$ cat src/rtl/ifetch_unit.sv
// Instruction fetch stage: owns the PC, keeps at most one imem request in flight,
// and buffers returned words with their PC for decode.
module ifetch_unit #(
  parameter logic [31:0] PC_RESET  = 32'h0000_0000,
  parameter int          BUF_DEPTH = 2
) (
  input  logic        clk,
  input  logic        reset,
  output logic        imem_req_valid,
  input  logic        imem_req_ready,
  output logic [31:0] imem_req_addr,
  input  logic        imem_rsp_valid,
  input  logic [31:0] imem_rsp_data,
  input  logic        redirect_valid,
  input  logic [31:0] redirect_pc,
  output logic        inst_valid,
  input  logic        inst_ready,
  output logic [31:0] instruction,
  output logic [6:0]  opcode,
  output logic [31:0] inst_pc
);

  localparam int PTR_W = $clog2(BUF_DEPTH);
  localparam int CNT_W = $clog2(BUF_DEPTH + 1);
  localparam logic [CNT_W-1:0] FULL_CNT = CNT_W'(BUF_DEPTH);
  localparam logic [CNT_W-1:0] CNT_ONE  = CNT_W'(1);
  localparam logic [PTR_W-1:0] PTR_ONE  = PTR_W'(1);

  typedef enum logic [1:0] {S_REQ, S_WAIT, S_FULL, S_DROP} state_t;

  function automatic logic [31:0] word_align(input logic [31:0] a);
    return a & ~32'h3;
  endfunction

  state_t           state_p0, state_d;
  logic [31:0]      fetch_pc_p0, fetch_pc_d;
  logic [CNT_W-1:0] count_p1, count_d, count_step;
  logic [PTR_W-1:0] wr_ptr_p1, rd_ptr_p1;
  logic [31:0]      buf_inst_p1 [BUF_DEPTH];
  logic [31:0]      buf_pc_p1   [BUF_DEPTH];

  logic buf_empty, buf_full, accept, pop, push, rsp_in_wait, req_outstanding;

  assign buf_empty = (count_p1 == '0);
  assign buf_full  = (count_p1 == FULL_CNT);

  assign imem_req_valid = !reset && (state_p0 == S_REQ) && !buf_full;
  assign imem_req_addr  = fetch_pc_p0;
  assign accept         = imem_req_valid && imem_req_ready;

  assign inst_valid  = !reset && !buf_empty;
  assign pop         = inst_valid && inst_ready;
  assign rsp_in_wait = (state_p0 == S_WAIT) && imem_rsp_valid;
  assign push        = rsp_in_wait && !redirect_valid;

  // A response arriving alongside the redirect retires the old request, so
  // only a request still unanswered after this cycle needs a drop state.
  assign req_outstanding = accept ||
                           (((state_p0 == S_WAIT) || (state_p0 == S_DROP)) && !imem_rsp_valid);

  assign instruction = buf_empty ? 32'h0 : buf_inst_p1[rd_ptr_p1];
  assign inst_pc     = buf_empty ? 32'h0 : buf_pc_p1[rd_ptr_p1];
  assign opcode      = instruction[6:0];

  always_comb begin
    count_step = count_p1;
    if (push && !pop)      count_step = count_p1 + CNT_ONE;
    else if (pop && !push) count_step = count_p1 - CNT_ONE;
  end

  always_comb begin
    state_d    = state_p0;
    fetch_pc_d = fetch_pc_p0;
    count_d    = count_step;
    if (redirect_valid) begin
      fetch_pc_d = word_align(redirect_pc);
      count_d    = '0;
      state_d    = req_outstanding ? S_DROP : S_REQ;
    end else begin
      unique case (state_p0)
        S_REQ: begin
          if (accept) begin
            fetch_pc_d = fetch_pc_p0 + 32'd4;
            state_d    = S_WAIT;
          end
        end
        S_WAIT: begin
          if (imem_rsp_valid) state_d = (count_step == FULL_CNT) ? S_FULL : S_REQ;
        end
        S_FULL: begin
          if (count_step != FULL_CNT) state_d = S_REQ;
        end
        S_DROP: begin
          if (imem_rsp_valid) state_d = S_REQ;
        end
        default: state_d = S_REQ;
      endcase
    end
  end

  // fetch control (p0) and buffer occupancy (p1) registers
  always_ff @(posedge clk) begin
    if (reset) begin
      state_p0    <= S_REQ;
      fetch_pc_p0 <= PC_RESET;
      count_p1    <= '0;
      wr_ptr_p1   <= '0;
      rd_ptr_p1   <= '0;
    end else begin
      state_p0    <= state_d;
      fetch_pc_p0 <= fetch_pc_d;
      count_p1    <= count_d;
      if (redirect_valid) begin
        wr_ptr_p1 <= '0;
        rd_ptr_p1 <= '0;
      end else begin
        if (push) wr_ptr_p1 <= wr_ptr_p1 + PTR_ONE;
        if (pop)  rd_ptr_p1 <= rd_ptr_p1 + PTR_ONE;
      end
    end
  end

  // buffer storage (p1); fetch_pc already points past the word being returned
  always_ff @(posedge clk) begin
    if (push) begin
      buf_inst_p1[wr_ptr_p1] <= imem_rsp_data;
      buf_pc_p1[wr_ptr_p1]   <= fetch_pc_p0 - 32'd4;
    end
  end

endmodule
$ cat config.mk
export PLATFORM = sky130hd
export DESIGN_NAME = ifetch_unit
export DESIGN_NICKNAME = d
export VERILOG_FILES = /design/src/rtl/ifetch_unit.sv
export SDC_FILE = /design/constraint.sdc
export NUM_CORES = 1
export LEC_CHECK = 0
export BUFFER_PORTS_ARGS = -buffer_cell sky130_fd_sc_hd__buf_4
export CAP_MARGIN = 20
export CORE_ASPECT_RATIO = 1.4
export CORE_MARGIN = 4
export CORE_UTILIZATION = 39
export CTS_BUF_LIST = sky130_fd_sc_hd__clkbuf_8
export DETAILED_ROUTE_END_ITERATION = 6
export PLACE_DENSITY = 0.69
export SETUP_SLACK_MARGIN = 0.05
export SLEW_MARGIN = 20
export SYNTH_ARGS = -nofsm -noshare
export SYNTH_HDL_FRONTEND = slang
export SYNTH_SLANG_ARGS = --single-unit
$ cat constraint.sdc
create_clock -name clk -period 4.2 [get_ports clk]
set_input_delay 0.84 -clock clk [delete_from_list [all_inputs] [get_ports clk]]
set_output_delay 0.84 -clock clk [all_outputs]
set_load 0.02 [all_outputs]
# --- Word-level counts from Yosys, hierarchy flattened ---
# Memories as Yosys holds them, arrays and structs flattened. A register that Yosys moved wholly into a read port is not among the register bits.
# Index checks and enable logic that the tools add are counted.
# Widths: inputs -> output; s select.
word_totals:
  register_bits: 38
  ram_bits: 128
  inputBits: 70
  output_inout_bits: 105
  elab_cells: 72
  mem_count: 2
mem_list:
  columns: ["memory", "words", "width", "rd", "rd_clocked_by_memory_dff", "wr", "line", "text"]
  rows:
  - ["buf_inst_p1", 2, 32, 1, 1, 1, "39", "logic [31:0] buf_inst_p1 [BUF_DEPTH];"]
  - ["buf_pc_p1", 2, 32, 1, 1, 1, "40", "logic [31:0] buf_pc_p1 [BUF_DEPTH];"]
classes:
  n_addsub: 6
  n_eq_ne: 10
  mux: 21
  n_reduce_logical: 27
ops:
  columns: ["cell", "n"]
  rows:
  - ["$mux 32", 5]
  - ["$add 32x3->32 const B", 1]
  - ["$sub 32x3->32 const B", 1]
  - ["$mux 2", 9]
  - ["$ne 3x3->1 const B", 4]
  - ["$logic_and 1x1->1", 10]
  - ["$eq 2x2->1 const B", 4]
  - ["$pmux 2 s4", 1]
  - ["$logic_not 1->1", 7]
  - ["$mux 1", 6]
  - ["$logic_not 2->1", 2]
  - ["$reduce_and 2->1", 2]
  - ["$reduce_and 4->1", 1]
  - ["$reduce_bool 2->1", 2]
  - ["$add 1x1->1 const B", 2]
  - ["$add 2x1->2 const B", 1]
  - ["$eq 2x1->1 const B", 1]
  - ["$logic_or 1x1->1", 2]
  - ["$ne 2x2->1 const B", 1]
  - ["$reduce_or 2->1", 1]
  - ["$sub 2x1->2 const B", 1]

# --- Logic depth before layout (Yosys ltp) ---
# Gate-level depths: netlist (run 1).
depth:
  word_depth: 12
  depth_mapped: 9
  ltp_nobuf: 8

# --- Worst setup path after synthesis (run 1) ---
# Ideal clock, no wire load.
synth_path:
  path_kind: "in2reg"
  start: "input port redirect_valid"
  end: "memory buf_inst_p1[0][0] (enable)"
  setup_time_ns: 0.482
  arrival_ns: 3.864
  t_required_ns: 3.718
  setup_slack_ns: -0.146
  stages: 3
  path_buffers: 1
  path_cell_list: "clkbuf_1 > nand4bb_1 > nor2_1"
synth_between:
  elab_chain_len: 4
synth_rtl:
  columns: ["item", "line", "text"]
  rows:
  - ["from (decl)", "14", "input logic redirect_valid,"]
  - ["$logic_not 1->1", "54", "assign push = rsp_in_wait && !redirect_valid;"]
  - ["$logic_and 1x1->1", "54", null]
  - ["$mux 1", "125", "if (push) begin"]
  - ["$mux 1 (not written as such)", "126", "buf_inst_p1[wr_ptr_p1] <= imem_rsp_data;"]
  - ["to (decl)", "39", null]
# No other way between the ends.

# --- Worst setup path after layout (run 1) ---
layout_path:
  start: "register count_p1[0]"
  end: "output port opcode[6]"
layout_between:
  elab_chain_len: 2
layout_rtl:
  columns: ["item", "line", "text"]
  rows:
  - ["from (decl)", "37", "logic [CNT_W-1:0] count_p1, count_d, count_step;"]
  - ["from (signal assigned)", "112", "count_p1 <= count_d;"]
  - ["$logic_not 2->1", "44", "assign buf_empty = (count_p1 == '0);"]
  - ["$mux 32", "61", "assign instruction = buf_empty ? 32'h0 : buf_inst_p1[rd_ptr_p1];"]
  - ["to (decl)", "19", "output logic [6:0] opcode,"]
# No other way between the ends.

==> summary.md, run 1 <==
| Metric | Value |
|---|---|
| Num CTS Buffers | 17 |
| Placer Congestion | 0.793 |
| Ys Warns | 0 |
| Storage cell area | approximately 4500 sq um |
| Startpoint Class | flip-flop |
| Total number of vias | 5,181 |
| Top post-synthesis cells by area | edfxtp_1 (50%), dfxtp_1 (9.9%), mux2i_1 (8.8%) |
| Fmax | between 300 and 400 MHz |
| Worst slew pin tran | between 1000 and 1500 ps |
| Cts hold-fix bufs | 0 |
| EDFF count, synth | ~120 |
| Max Cap Violations | 0 |
| Hold slack | 512 ps |
| Layout cells sized above 1 | 0.262 |
| Syn Inst Count | ~650 |
| Final slew viol count | 0 |
| I/O Pins | roughly 180 |
| Min-Delay Path Class | reg -> reg |
| TritonCTS clock tree | built |
| Normalized max-slew margin | 0.267 |
| Final Hold Viols | 0 |
| Global-route wire length before repair | 26.1 mm |
| Final min period | 3110 ps |
| GRT Total Usage | 0.155 |
| Fillers | 1,731 |
| Vias per cell | 4.97 |
| Clk_skew | 13.0 ps |
| Post-synth cell types | 47 |
| Post-route insts no fill | 1,043 |
| Most used DFF post-synth | edfxtp_1 |
| Placed wire-length estimate | 11.8 mm |
| Crit path largest cell delay | 510 ps |
| Syn Std Cell Area | 7520 sq um |
| Yosys reg bits | 161 |
| H-Tree Depth | 4 |
| Final period util | 0.740 |
| Cell repeated most along the worst path | buf_4 |
| Placed cell areas | 8900 sq um |
| Slowest-stage cell, CP | buf_4 |
| Reg clk slew, reported paths | 80 ps |
| Diode count | 0 |
| Crit-path cells | inv_1 -> ha_2 -> buf_4 -> nor2_1 -> buf_4 |
| Area of the multi-input gates | 2730 sq um |
| Routed Antenna Nets | 0 |
| Die width | 125 um |
| Vias in the first global route | 5,082 |
| CP arrival | 2270 ps |
| Post-synth ARST share | 0 |
| Grt ovf | 0 |
| Clk buf depth | 2 |
| Setup violations, final | 0 |
| Endpoint class of the critical path | output pin |
| DR WL/cell | 16.2 um |
| FP Rows | 59 |
| Status | complete, no violations |
| Die Y | ~170 um |
| Net count, final | 861 |
| DRC viols | 0 |
| Pwr Total | 0.00323 W |
| Worst Path Required | 3360 ps |
| Cell area after layout | 9290 sq um |
| Initial core utilization | 0.401 |
| Die ar. | 21,600 sq um |
| Drt pass-1 iters | 4 |
| Total clock sinks | between 150 and 200 |
| # port buffers | 168 |
| Synth Area per Inst | 11.6 sq um |
| Antenna violations before repair | 0 |
| Setup CP Type | reg -> out |
| Routed wire length | 16.9 mm |
| Seq/Total Area, Yosys | 0.594 |
| Peak supply drop | between 0.15 and 0.2 mV |
| Setup TNS Final | 0 ps |
| Post-CTS resize count | 0 |
| Largest net degree at the start of global routing | 65 |
| Post-CTS Setup Repair Bufs | 0 |
| Critical path fanouts, max | 44 |
| Area leader, netlist | edfxtp_1 |
| Clk_lat worst skew | 450 ps |
| Core area | 18,800 sq um |
| Power density cells | 347 nW/um^2 |
| Area growth syn-to-layout | 23.5% |
| P_leak | 3.53 nW |
| Placed Cells | 1,012 |
| Root buffer cell | clkbuf_8 |
| RSZ-0062 raised after global routing | no |
| 1st-iter DRT viols | between 200 and 250 |
| Top cell type's share of synthesized area | 0.495 |
==> routing by layer <==
metal  global-route usage  routed length [um]  vias to the layer above
met5                    0                   0                        -
met4               0.0632                 354                        0
met3               0.0380                 694                       22
met2                0.287                9160                      127
met1                0.171                6670                     2459
li1                     -                   -                     2573
==> worst max-delay path: cells and delay by family, from the launching register on <==
family,cells,cell delay (ps)
buffers and inverters,3,810
AND/OR/NAND/NOR,1,150
flip-flops,1,350
adder cells (fa/ha/maj),1,490
==> worst paths after layout <==
kind | start | to | slack (ps) | cells past startpoint
worst max register to register | imem_req_addr[2]$_SDFFE_PP0P_ | buf_pc_p1[1][30]$_DFFE_PP_ | 1250 | 7
worst min register to register | rd_ptr_p1$_SDFFE_PP0P_ | rd_ptr_p1$_SDFFE_PP0P_ | 510 | 2
worst max-delay path | count_p1[0]$_SDFF_PP0_ | opcode[6] | 1090 | 5
worst min-delay path | rd_ptr_p1$_SDFFE_PP0P_ | rd_ptr_p1$_SDFFE_PP0P_ | 510 | 2
==> final cells by class <==
type	count	share of cell area
flip-flops and latches	161	0.481
multi-input cells	409	0.294
repair buffers	173	0.141
well taps	244	0.0329
clock buffers	17	0.0252
clock inverters	14	0.0160
inverters	25	0.0101
==> stage by stage <==
step                 util  setup WS (ps)
floorplan               -            725
global placement    0.475           1090
detailed placement  0.475           1080
CTS                 0.495           1030
global route        0.495            861
finish              0.495           1090
==> cells by family after synthesis <==
logic type / after synthesis / share of synthesized area
AND/OR/NAND/NOR: 222 / 0.152
flip-flops: 161 / 0.594
buffers and inverters: 79 / 0.0466
multiplexers: 66 / 0.0879
AO/OA/AOI/OAI: 57 / 0.0473
XOR/XNOR: 56 / 0.0652
adder cells (fa/ha/maj): 4 / 0.00666
other: 1 / 0.000499
==> synthesized netlist by cell type, drive strengths merged, types with 6 or more instances <==
cell type    n
and2         6
o21ai       10
or4         10
a21oi       22
nand2       26
nand3       13
nor3        23
xor2        33
nor4         7
xnor2       23
nand4       11
edfxtp     124
clkbuf      34
mux2i       66
o21a        15
inv         24
nor2        88
buf         20
dfxtp       37
nor2b        8
==> flip-flops by register name, summed over array words and instances, names as in the netlist, named ones only <==
name	count
state_p0	2
buf_inst_p1	64
buf_pc_p1	60
imem_req_addr	30
rd_ptr_p1	1
wr_ptr_p1	1
count_p1	2
==> layout by cell type, fill, tap and decap left out, types with 2 or more instances in the layout <==
cell       count
o32ai_1        2
nor3_1        23
xor2_1        33
nor4_1         6
and4_1         5
or3_1          4
nand4_1       11
or4_1          8
inv_1         26
nand2_1       26
and2_1         5
nand4b_1       5
nand3_1       13
and3_1         5
conb_1         4
nand2b_1       3
mux2i_1       66
edfxtp_1     124
clkinv_1       4
nor4b_1        2
buf_4        172
dfxtp_1       36
clkbuf_8      17
o21ai_0       10
nor2b_1        8
nor2_1        87
or4_4          2
a21oi_1       22
ha_1           3
a22oi_1        3
bufinv_16      3
o21a_1        15
xnor2_1       23
clkinv_2       2
==> where the power goes <==
| part | internal, W | leakage [nW] | switching, W |
|---|---|---|---|
| clock | 0.000572 | 0.197 | 0.000537 |
| combinational | 0.000144 | 1.90 | 0.000167 |
| sequential | 0.00175 | 1.43 | 0.0000516 |
No activity file was read; power rests on OpenSTA's default activity.
==> run 2, diff against run 1 <==
- PLACE_DENSITY: 0.69 -> 0.67
- clock period: 4.2 -> 3 ns (I/O delays scaled with it)
==> run 2 against run 1 <==
- combinational power increased by 53%
- register-to-register slack got worse by 1000 ps
- setup slack got worse by 890 ps
- final cell count increased by 1.6%
- critical path depth increased by 2
- routed wire length increased by 4.3%
- critical path type is now reg -> reg
- largest cell class unchanged
- largest power group unchanged
==> summary.md, run 2 (same netlist as run 1, synthesis figures left out) <==
| Metric | Value |
|---|---|
| Status | complete, no violations |
| Antenna violations before repair | 0 (unchanged) |
| Fmax | 358 MHz |
| Clk buf depth | 2 (unchanged) |
| Num CTS Buffers | 17 (unchanged) |
| Clk_lat worst skew | 440 ps (about the same) |
| Peak supply drop | 0.284 mV (+72%) |
| Worst Path Required | 3170 ps (-190 ps) |
| Setup crit start | imem_req_addr[2]$_SDFFE_PP0P_ |
| Clk network pwr share | 0.388 (+0.044) |
| TritonCTS clock tree | built |
| Root buffer cell | clkbuf_8 |
| Total number of vias | 5,331 (+2.9%) |
| Post-CTS Setup Repair Bufs | 0 (unchanged) |
| Critical path fanouts, max | 6 (-86%) |
| Global-route wire length before repair | 28.0 mm (+7.3%) |
| Drt pass-1 iters | 4 (unchanged) |
| Worst slew pin tran | 734 ps (-365 ps) |
| Core area | 18,800 sq um (unchanged) |
| I/O Pins | 175 (unchanged) |
| Worst setup margin | 205 ps (-889 ps) |
| Most frequent cells in the layout | buf_4 (188), edfxtp_1 (124), nor2_1 (87) |
| Die width | 125 um (unchanged) |
| Final period util | 0.932 |
| Final Hold Viols | 0 (unchanged) |
| Cell area after layout | 9540 sq um (+2.7%) |
| Setup violations, final | 0 (unchanged) |
| Total clock sinks | 161 (unchanged) |
| Endpoint class of the critical path | flip-flop |
| Commonest non-fill, non-tap cell in the layout | buf_4 |
| Die ar. | 21,600 sq um (unchanged) |
| R2r startpoint | imem_req_addr[2]$_SDFFE_PP0P_ |
| Area growth syn-to-layout | 26.9% |
| Vias in the first global route | 5,381 (+5.9%) |
| Die Y | 172 um (unchanged) |
| Routed wire length | 17.6 mm (+4.3%) |
| Hold depth | 1 (-1) |
| Reg clk slew, reported paths | 80 ps (about the same) |
| Diode count | 0 (unchanged) |
| Sw Share | 0.219 (-0.0152) |
| Setup TNS Final | 0 ps (unchanged) |
| Final min period | 2800 ps |
| DRC viols | 0 (unchanged) |
| 1st-iter DRT viols | 235 (+9.3%) |
| Setup CP Type | reg -> reg |
| Clk_skew | 17.0 ps (+3.99 ps) |
| Combinational fraction of design power | 0.098 (about the same) |
| FP Rows | 59 (unchanged) |
| Routed Antenna Nets | 0 (unchanged) |
| Power density cells | 512 nW/um^2 (+47%) |
| Reg with most FFs | buf_inst_p1 |
| Placed cell areas | 9060 sq um (+1.8%) |
| CP arrival | 2970 ps (+700 ps) |
| Normalized max-slew margin | 0.504 (+0.237) |
| Max reg flops | 64 (unchanged) |
| DR WL/cell | 16.6 um (+2.6%) |
| P_leak | 3.67 nW (+4.1%) |
| Post-CTS resize count | 0 (unchanged) |
| Placed wire-length estimate | 12.5 mm (+6.2%) |
| # port buffers | 168 (unchanged) |
| Setup slack at placement | 221 ps (-859 ps) |
| Min-Delay Path Class | in -> reg |
| Largest net degree at the start of global routing | 63 (-3.1%) |
| Sequential share of power | 0.514 (-0.046) |
| RSZ-0062 raised after global routing | no |
| Layout cells sized above 1 | 0.279 (+0.0178) |
| H-Tree Depth | 4 (unchanged) |
| Vias per cell | 5.03 (+1.2%) |
| Startpoint Class | flip-flop |
| Internal power | 0.00381 W (+54%) |
| Grt ovf | 0 (unchanged) |
| GRT Total Usage | 0.163 (+0.00805) |
| Hold wc startpoint | imem_rsp_data[26] |
| Fin util | 0.509 (+0.0136) |
| R2R cell count | 7 (unchanged) |
| Placer Congestion | 0.849 (+7.1%) |
| Final slew viol count | 0 (unchanged) |
| Sw power | 0.00107 W (+42%) |
| Max Cap Violations | 0 (unchanged) |
| Initial core utilization | 0.401 (unchanged) |
| Net count, final | 879 (+2.1%) |
| Cts hold-fix bufs | 0 (unchanged) |
[run 2: worst paths after layout]
kind	endpoint	slack, ps
max reg2reg	buf_pc_p1[1][30]$_DFFE_PP_	200
max	buf_pc_p1[1][30]$_DFFE_PP_	200
min	buf_inst_p1[1][26]$_DFFE_PP_	340
min reg2reg	buf_pc_p1[1][2]$_DFFE_PP_	520
[run 2: power by group through the flow]
stage	Clock [W]	Combinational [W]	Sequential, W
after floorplan	0	0.000255	0.00257
after global placement	0	0.000471	0.00256
after detailed placement	0	0.000480	0.00256
after CTS	0.00195	0.000482	0.00251
after global routing	0.00205	0.000523	0.00252
final	0.00189	0.000476	0.00251
[run 2: worst max-delay path: stages (launching register included)]
cell     delay [ps]
dfxtp_1         320
inv_1            90
ha_1            210
or4b_4          520
or4_4           540
or4_4           570
nor4_4          160
xor2_1          110
[run 2: layer usage]
metal	vias to the layer above	track usage	routed length (um)
met4	0	0.0627	374
met3	27	0.0340	879
met2	158	0.295	9310
li1	2598	-	-
met5	-	0	0
met1	2548	0.191	7040
[run 2: cell type report]
class / instances / area, sq um
tap: 244 / 305
inverter: 25 / 93.8
fill: 1746 / 9210
clock inverter: 13 / 244
multi-input combinational: 409 / 2730
sequential: 161 / 4470
timing repair buffer: 191 / 1470
clock buffer: 17 / 234
[run 2: through the flow]
step / hold WS [ps] / total power [W] / cells
2_1_floorplan: 472 / 0.00283 / 649
3_3_place_gp: 480 / 0.00303 / 1030
4_1_cts: 299 / 0.00495 / 1060
6_report: 341 / 0.00488 / 1060
3_5_place_dp: 497 / 0.00304 / 1030
5_1_grt: 302 / 0.00509 / 1060
